`config.mk`:
```
export PLATFORM = sky130hd
export DESIGN_NAME = seq_control
export DESIGN_NICKNAME = d
export VERILOG_FILES = /design/src/rtl/seq_control_pkg.sv /design/src/rtl/seq_call_stack.sv /design/src/rtl/seq_control.sv
export VERILOG_INCLUDE_DIRS = /design/src /design/src/rtl
export SDC_FILE = /design/constraint.sdc
export NUM_CORES = 1
export LEC_CHECK = 0
export CORE_MARGIN = 2
export CORE_UTILIZATION = 42
export CTS_BUF_LIST = sky130_fd_sc_hd__clkbuf_8
export DETAILED_ROUTE_END_ITERATION = 8
export GPL_ROUTABILITY_DRIVEN = 0
export HOLD_SLACK_MARGIN = 0.08
export PLACE_DENSITY = 0.63
export SLEW_MARGIN = 20
export SYNTH_ARGS = -nofsm -noshare
export SYNTH_HDL_FRONTEND = slang
export SYNTH_SLANG_ARGS = --single-unit
```
`constraint.sdc`:
```
create_clock -name clk -period 3.8 [get_ports clk]
set_input_delay 0.76 -clock clk [delete_from_list [all_inputs] [get_ports clk]]
set_output_delay 0.76 -clock clk [all_outputs]
set_load 0.05 [all_outputs]
```
`src/rtl/isa.sv`:
```
// rtl/isa.sv - instruction set opcode definitions
`ifndef ISA_SV
`define ISA_SV

`define JUMP 4'h8
`define CALL 4'h9
`define RET  4'hA
`define LOOP 4'hB
`define ENDL 4'hC

`endif

```
`src/rtl/seq_control_pkg.sv`:
```
// rtl/seq_control_pkg.sv - shared types for the program sequencer
package seq_control_pkg;

    localparam int OPC_W = 4;

    typedef enum logic [2:0] {
        OP_SEQ,
        OP_JUMP,
        OP_CALL,
        OP_RET,
        OP_LOOP,
        OP_ENDL
    } op_e;

endpackage

```
`src/rtl/seq_call_stack.sv`:
```
// rtl/seq_call_stack.sv - LIFO of return addresses for the sequencer
module seq_call_stack #(
    parameter int WIDTH = 12,
    parameter int DEPTH = 8,
    localparam int PTR_W = $clog2(DEPTH + 1),
    localparam int IDX_W = (DEPTH > 1) ? $clog2(DEPTH) : 1
) (
    input  logic             clk,
    input  logic             rst,
    input  logic             push,
    input  logic             pop,
    input  logic [WIDTH-1:0] din,
    output logic [WIDTH-1:0] dout,
    output logic             full,
    output logic             empty,
    output logic [PTR_W-1:0] depth
);

    logic [WIDTH-1:0] mem_q [DEPTH];
    logic [WIDTH-1:0] mem_d [DEPTH];
    logic [PTR_W-1:0] ptr_q;
    logic [PTR_W-1:0] ptr_d;
    logic [IDX_W-1:0] wr_idx;
    logic [IDX_W-1:0] top_idx;

    assign full    = (ptr_q == PTR_W'(DEPTH));
    assign empty   = (ptr_q == '0);
    assign depth   = ptr_q;
    assign wr_idx  = ptr_q[IDX_W-1:0];
    assign top_idx = IDX_W'(ptr_q - 1'b1);
    assign dout    = empty ? '0 : mem_q[top_idx];

    always_comb begin
        mem_d = mem_q;
        ptr_d = ptr_q;
        if (push && !full) begin
            mem_d[wr_idx] = din;
            ptr_d         = ptr_q + 1'b1;
        end else if (pop && !empty) begin
            ptr_d = ptr_q - 1'b1;
        end
    end

    // Only the pointer is reset; stale entries are unreachable once it is zero.
    always_ff @(posedge clk) begin
        if (rst) begin
            ptr_q <= '0;
        end else begin
            ptr_q <= ptr_d;
        end
    end

    always_ff @(posedge clk) begin
        mem_q <= mem_d;
    end

endmodule

```
`src/rtl/seq_control.sv`:
```
// rtl/seq_control.sv - program sequencer with call stack and hardware loop
`include "isa.sv"

module seq_control
    import seq_control_pkg::*;
#(
    parameter int ADDR_W      = 12,
    parameter int INSTR_W     = 16,
    parameter int PC_STEP     = 2,
    parameter int STACK_DEPTH = 8,
    parameter int LOOP_W      = 8
) (
    input  logic                               clk,
    input  logic                               rst,
    input  logic [INSTR_W-1:0]                 instruction,
    input  logic                               instr_valid,
    input  logic                               stall,
    output logic [ADDR_W-1:0]                  program_counter,
    output logic [$clog2(STACK_DEPTH+1)-1:0]   stack_depth,
    output logic                               loop_active,
    output logic                               stack_overflow,
    output logic                               stack_underflow
);

    logic [ADDR_W-1:0] pc_q, pc_d;
    logic [LOOP_W-1:0] loop_cnt_q, loop_cnt_d;
    logic [ADDR_W-1:0] loop_start_q, loop_start_d;
    logic              overflow_q, overflow_d;
    logic              underflow_q, underflow_d;

    logic              adv;
    logic [OPC_W-1:0]  opcode;
    logic [ADDR_W-1:0] operand;
    logic [LOOP_W-1:0] count;
    logic [ADDR_W-1:0] pc_next;
    op_e               op;

    logic              stk_push;
    logic              stk_pop;
    logic [ADDR_W-1:0] stk_dout;
    logic              stk_full;
    logic              stk_empty;

    assign adv     = instr_valid & ~stall;
    assign opcode  = instruction[INSTR_W-1 -: OPC_W];
    assign operand = instruction[ADDR_W-1:0];
    assign count   = instruction[LOOP_W-1:0];
    assign pc_next = pc_q + ADDR_W'(PC_STEP);

    always_comb begin
        case (opcode)
            `JUMP:   op = OP_JUMP;
            `CALL:   op = OP_CALL;
            `RET:    op = OP_RET;
            `LOOP:   op = OP_LOOP;
            `ENDL:   op = OP_ENDL;
            default: op = OP_SEQ;
        endcase
    end

    always_comb begin
        pc_d         = pc_q;
        loop_cnt_d   = loop_cnt_q;
        loop_start_d = loop_start_q;
        overflow_d   = overflow_q;
        underflow_d  = underflow_q;
        stk_push     = 1'b0;
        stk_pop      = 1'b0;
        if (adv) begin
            pc_d = pc_next;
            case (op)
                OP_JUMP: pc_d = operand;
                OP_CALL: begin
                    if (!stk_full) begin
                        stk_push = 1'b1;
                        pc_d     = operand;
                    end else begin
                        overflow_d = 1'b1;
                    end
                end
                OP_RET: begin
                    if (!stk_empty) begin
                        stk_pop = 1'b1;
                        pc_d    = stk_dout;
                    end else begin
                        underflow_d = 1'b1;
                    end
                end
                OP_LOOP: begin
                    // A zero count still runs the body once.
                    loop_cnt_d   = (count == '0) ? LOOP_W'(1) : count;
                    loop_start_d = pc_next;
                end
                OP_ENDL: begin
                    if (loop_cnt_q > LOOP_W'(1)) begin
                        loop_cnt_d = loop_cnt_q - 1'b1;
                        pc_d       = loop_start_q;
                    end else begin
                        loop_cnt_d = '0;
                    end
                end
                default: ;
            endcase
        end
    end

    always_ff @(posedge clk) begin
        if (rst) begin
            pc_q         <= '0;
            loop_cnt_q   <= '0;
            loop_start_q <= '0;
            overflow_q   <= 1'b0;
            underflow_q  <= 1'b0;
        end else begin
            pc_q         <= pc_d;
            loop_cnt_q   <= loop_cnt_d;
            loop_start_q <= loop_start_d;
            overflow_q   <= overflow_d;
            underflow_q  <= underflow_d;
        end
    end

    seq_call_stack #(
        .WIDTH (ADDR_W),
        .DEPTH (STACK_DEPTH)
    ) u_stack (
        .clk   (clk),
        .rst   (rst),
        .push  (stk_push),
        .pop   (stk_pop),
        .din   (pc_next),
        .dout  (stk_dout),
        .full  (stk_full),
        .empty (stk_empty),
        .depth (stack_depth)
    );

    assign program_counter = pc_q;
    assign loop_active     = (loop_cnt_q != '0);
    assign stack_overflow  = overflow_q;
    assign stack_underflow = underflow_q;

endmodule
```
==> Word-level counts from Yosys, hierarchy flattened <==
Index checks and enable logic that the tools add are counted.
{ "op_classes": {"n_mul": 0, "n_div": 0, "n_lt_le_gt_ge": 4, "reduce_logical": 14, "n_bitwise": 4, "n_eq_ne": 11, "add_sub_neg": 4, "n_shift": 0, "mux": 22} }
{ "op_table": {"columns": ["cell", "count"], "rows": [
  ["bitwise mux 96 bit", 1],
  ["two-way mux 12 bit", 6],
  ["case mux 12 bit (4 select lines)", 1],
  ["binary-select mux 12 bit (select 3 bit)", 1],
  ["demux 12 bit (select 3 bit)", 1],
  ["== test 4 bit, second input constant", 6],
  ["two-way mux 8 bit", 2],
  ["case mux 8 bit (2 select lines)", 1],
  ["case mux 3 bit (5 select lines)", 1],
  ["adder 12 x 2 -> 12 bit, second input constant", 1],
  ["greater-or-equal comparator 4 bit, second input constant", 2],
  ["> comparator 8 x 1 -> 1 bit, second input constant", 1],
  ["logical NOT 8 bit", 1],
  ["two-way mux 4 bit", 2],
  ["NOT 3 -> 4 bit", 2],
  ["nonzero test 8 bit", 1],
  ["subtractor 8 x 1 -> 8 bit, second input constant", 1],
  ["== test 3 x 2 -> 1 bit, second input constant", 2],
  ["== test 3 bit, second input constant", 2],
  ["two-way mux 1 bit", 6],
  ["AND reduction 3 bit", 2],
  ["adder 4 x 1 -> 4 bit, second input constant", 1],
  ["logical NOT 4 bit", 1],
  ["< comparator 4 x 1 -> 1 bit, second input constant", 1],
  ["other kinds (8)", 13]
]} }
{ "word_totals": {"mem_bits_ro": 0, "memories": 0, "register_bits": 134, "ramBits": 0, "latch_bits": 0} }

==> Depth between registers and ports, before layout <==
{ "depth": {"depth_word": 8, "ltp_mapped": 11, "mapped_depth_nobuf": 7} }

==> Cells and area by module <==
Synthesis repeated with hierarchy kept, for this count alone.
{ "hier_totals": {"cells_unflattened": 462, "area_unflattened_um2": 6090.8} }
{ "modules_own_cells": {"columns": ["mod", "area_each_um2", "seq_area_each_um2", "cells_each", "n_inst"], "rows": [
  ["seq_call_stack", 4032.6, 2962.8, 222, 1],
  ["seq_control", 2058.2, 680.7, 240, 1]
]} }

==> Worst setup path after synthesis <==
No wires, ideal clock.
{ "synth_timing": {"path_kind": "reg-to-reg", "from": "reg u_stack.ptr_q[0] (netlist: u_stack.depth[0])", "to": "reg u_stack.mem_q[84] (netlist bit), enable pin", "stages_incl_launch_ff": 9, "arrival_ns": 3.462, "setup_time_ns": 0.413, "path_buffers": 3, "required_ns": 3.387, "slack_ns": -0.074, "path_cell_list": "dfxtp_1 buf_6 buf_2 inv_1 ha_1 and3b_1 buf_2 nand4b_1 nor4_1"} }
{ "synth_via": {"elab_chain_cells": 5, "elab_cells_between_ends": 6} }
{ "synth_rtl": {"columns": ["item", "line_no", "text"], "rows": [
  ["start, declared", "seq_call_stack.sv:21", "logic [PTR_W-1:0] ptr_q;"],
  ["start signal, assigned", "seq_call_stack.sv:49", "ptr_q <= ptr_d;"],
  ["== test 4 bit (*)", "seq_call_stack.sv:26", "assign full = (ptr_q == PTR_W'(DEPTH));"],
  ["two-way mux 1 bit", "seq_control.sv:74", "if (!stk_full) begin"],
  ["two-way mux 1 bit", "seq_control.sv:71", "case (op)"],
  ["two-way mux 1 bit", "seq_control.sv:69", "if (adv) begin"],
  ["logical AND 1 bit (*)", "seq_call_stack.sv:36", "if (push && !full) begin"],
  ["end signal, assigned", "seq_call_stack.sv:54", "mem_q <= mem_d;"],
  ["end, declared", "seq_call_stack.sv:19", "logic [WIDTH-1:0] mem_q [DEPTH];"]
]} }
Mark *: on every way between the ends. The rest lies on a longest branch, timed or not.
A chain may end at the register's enable or synchronous reset.

==> Worst setup path in the final report <==
{ "layout_timing": {"from": "reg u_stack.ptr_q[2] (netlist: u_stack.depth[2])", "to": "out stack_depth[2]"} }
{ "layout_rtl": {"columns": ["item", "line_no", "text"], "rows": [
  ["end, declared", "seq_control.sv:19", "output logic [$clog2(STACK_DEPTH+1)-1:0] stack_depth,"]
]} }
No word-level cell between the ends.

==> metrics.md <==
| Metric | Value |
|---|---|
| Most common cell after layout, fill and taps aside | edfxtp_1 |
| First DRT Iteration DRCs | 424 |
| Setup Crit Path Kind | reg2out |
| Worst path slowest cell | dfxtp_1 |
| PwrDens | 409.3 nW/um^2 |
| Fin nets | 543 |
| Slack of the worst reg-to-reg path | 1.01 ns |
| Dpl cells | 682 |
| Port-buffer cells | 38 |
| CORE AREA | 14370 um^2 |
| Row cnt | 44 |
| Setup violations, final | 0 |
| Clk sinks | 134 |
| Total chip power | 2.911 mW |
| IO Pins | 39 |
| Total of max-cap violations | 0 |
| Reg2reg path depth | 4 |
| Initial Util | 42.49% |
| Synth Area per Inst | 12.91 um^2 |
| #FFs+latches synth | 134 |
| Die H | 124.6 um |
| Worst setup margin | 0.6625 ns |
| # H-tree levels | 4 |
| Most frequent cells in the layout | 96 x edfxtp_1, 56 x nor2_1, 38 x clkdlybuf4s50_1 |
| CTS buffer count | 17 |
| Critical Path End Type | output pin |
| Largest stage delay on the critical path | 0.97 ns |
| HPWL Detailed | 10180 um |
| Initial antenna violation count | 0 |
| Pre-CTS setup slack | 0.6566 ns |
| Synth unique cells | 66 |
| Hold Crit Endpoint | loop_start_q[2] |
| Leak | 2.359 nW |
| CP startpoint | u_stack.depth[2] |
| CP startpoint kind | register |
| Fin. Hold Viols | 0 |
| Wire per inst | 21.58 um |
| Ant diodes | 0 |
| Post-route setup TNS | 0 ns |
| CTS Buffer Depth | 2 |
| First drt pass iteration count | 5 |
| Total Routing Usage GR | 20.65% |
| Post-synth EDFFs | 96 |
| Die area | 15520 um^2 |
| Total wire length | 15410 um |
| Worst-Skew Late Latency | 0.45 ns |
| Async SR Flop Fraction | 0% |
| Clock Skew | 0.007186 ns |
| HP Start | loop_start_q[2] |
| Crit Reg-Reg Startpoint | u_stack.depth[2] |
| Fin crit period | 3.138 ns |
| Cell area after synthesis | 6106 um^2 |
| Reg clk slew, reported paths | 0.07 ns |
| Post-CTS resize count | 0 |
| Post-route clock period utilization | 82.57% |
| Layout cell share with drive strength beyond 1 | 16.23% |
| Aggregate global routing overflow | 0 |
| Largest net degree at the start of global routing | 25 |
| Crit path cell chain | clkdlybuf4s50_1 |
| ANT nets after route | 0 |
| Root Driver | clkbuf_8 |
| Outcome | finished, final reports clean |
| Vias in the first global route | 4234 |
| Fin. max-slew vios | 0 |
| CTS tree | built |
| Worst path buffer plus inverter count | 1 |
| Residual DRC | 0 |
| Unrepaired setup endpoints after global routing | no |
| Actual slew at the worst max-slew pin | 1.039 ns |
| Area grow syn2layout | 16.48% |
| Post-layout util | 49.49% |
| Post-synth top flop | edfxtp_1 |
| Finished Cell Area | 7112 um^2 |
| Post-synthesis net count | 499 |
| Worst Path Max Fanout | 20 |
| Slew margin rel. | 30.50% |
| Vias per inst | 6.025 |
| Worst Hold Depth | 2 |
| Reg2Reg Capture Point | u_stack.mem_q[84] |
| Hold WS | 0.4660 ns |
| Routed vias | 4302 |
| Synth warn | 0 |
| Worst vdd ir | 0.0002386 V |
| Crit path required time | 3.04 ns |
| Register area share after synthesis | 59.67% |
| Family with the most delay on the worst path | flip-flops |
| CP Depth | 1 |
| Final std cells w/o fill | 714 |
| Fmax | 318.7 MHz |
| Worst min-delay path class | reg2reg |
| Worst Path Arrival | 2.38 ns |
| Gate Count Post-Synth | 473 |
| Cell Area, Placed | 6730 um^2 |
| Die X | 124.6 um |
| First-pass GRT wire length | 24260 um |
| CTS Hold Bufs | 0 |
| Postcts setup bufs | 0 |
[worst max path at each step]
stage	slack (ns)	endpoint
final	0.66	stack_depth[2]
after global placement	0.70	program_counter[0]
after global routing	0.59	stack_depth[2]
after CTS	0.65	stack_depth[2]
after floorplan	0.24	u_stack.mem_q[48]
after detailed placement	0.66	program_counter[1]
[metal layers]
layer / vias to the layer above / routed length, um / GRT usage [%]
li1: 1934 / - / -
met1: 2149 / 6688 / 29.36
met3: 31 / 1143 / 4.296
met2: 188 / 7088 / 30.25
met5: - / 0 / 0
met4: 0 / 484 / 10.11
[area by class of cell]
cell class              count  area (um^2)
clock buffers              22        302.8
multi-input cells         297         2295
well taps                 184        230.2
repair buffers             57        523.0
inverters                  10        37.54
clock inverters            10        78.83
fillers                  1241         7257
flip-flops and latches    134         3645
[synthesized netlist by cell type (3+ instances only)]
master	instances	area, um^2
a21oi_1	9	45.04
buf_2	7	35.03
mux2i_1	5	50.05
nor2b_1	6	37.54
inv_1	10	37.54
or3_1	3	18.77
ha_1	6	75.07
a32o_1	3	30.03
edfxtp_1	96	2883
dfxtp_1	38	760.7
a22oi_1	8	60.06
a221o_1	5	50.05
o211ai_1	7	52.55
o21ai_0	13	65.06
xor2_1	7	61.31
nor2_1	56	210.2
o21a_1	6	45.04
clkbuf_1	17	63.81
a221oi_1	10	87.58
nor4_1	4	25.02
a222oi_1	4	40.04
buf_4	3	22.52
xnor2_1	3	26.28
mux4_2	24	540.5
nand2b_1	4	25.02
nand3_1	10	50.05
a211oi_1	9	67.56
nand2_1	31	116.4
nor3_1	20	100.1
nand4_1	3	18.77
[where the power goes]
group / switching (mW) / total (mW) / internal, mW
Clock: 0.527 / 1.12 / 0.593
Sequential: 0.0160 / 1.59 / 1.57
Combinational: 0.125 / 0.201 / 0.0754
[state kept, by name, indices dropped and copies added (netlist names)]
| register | cells |
|---|---|
| u_stack.mem_q | 96 |
| loop_start_q | 12 |
| program_counter | 12 |
| loop_cnt_q | 8 |
| u_stack.depth | 4 |
| stack_overflow | 1 |
| stack_underflow | 1 |
[logic make-up after synthesis]
logic type / after synthesis / synth area share [%]
flip-flops: 134 / 59.67
XOR/XNOR: 10 / 1.435
AO/OA/AOI/OAI: 99 / 12.62
adder cells (fa/ha/maj): 6 / 1.229
AND/OR/NAND/NOR: 151 / 11.82
buffers and inverters: 42 / 3.176
multiplexers: 31 / 10.04
Power figures use the tool's default switching activity.
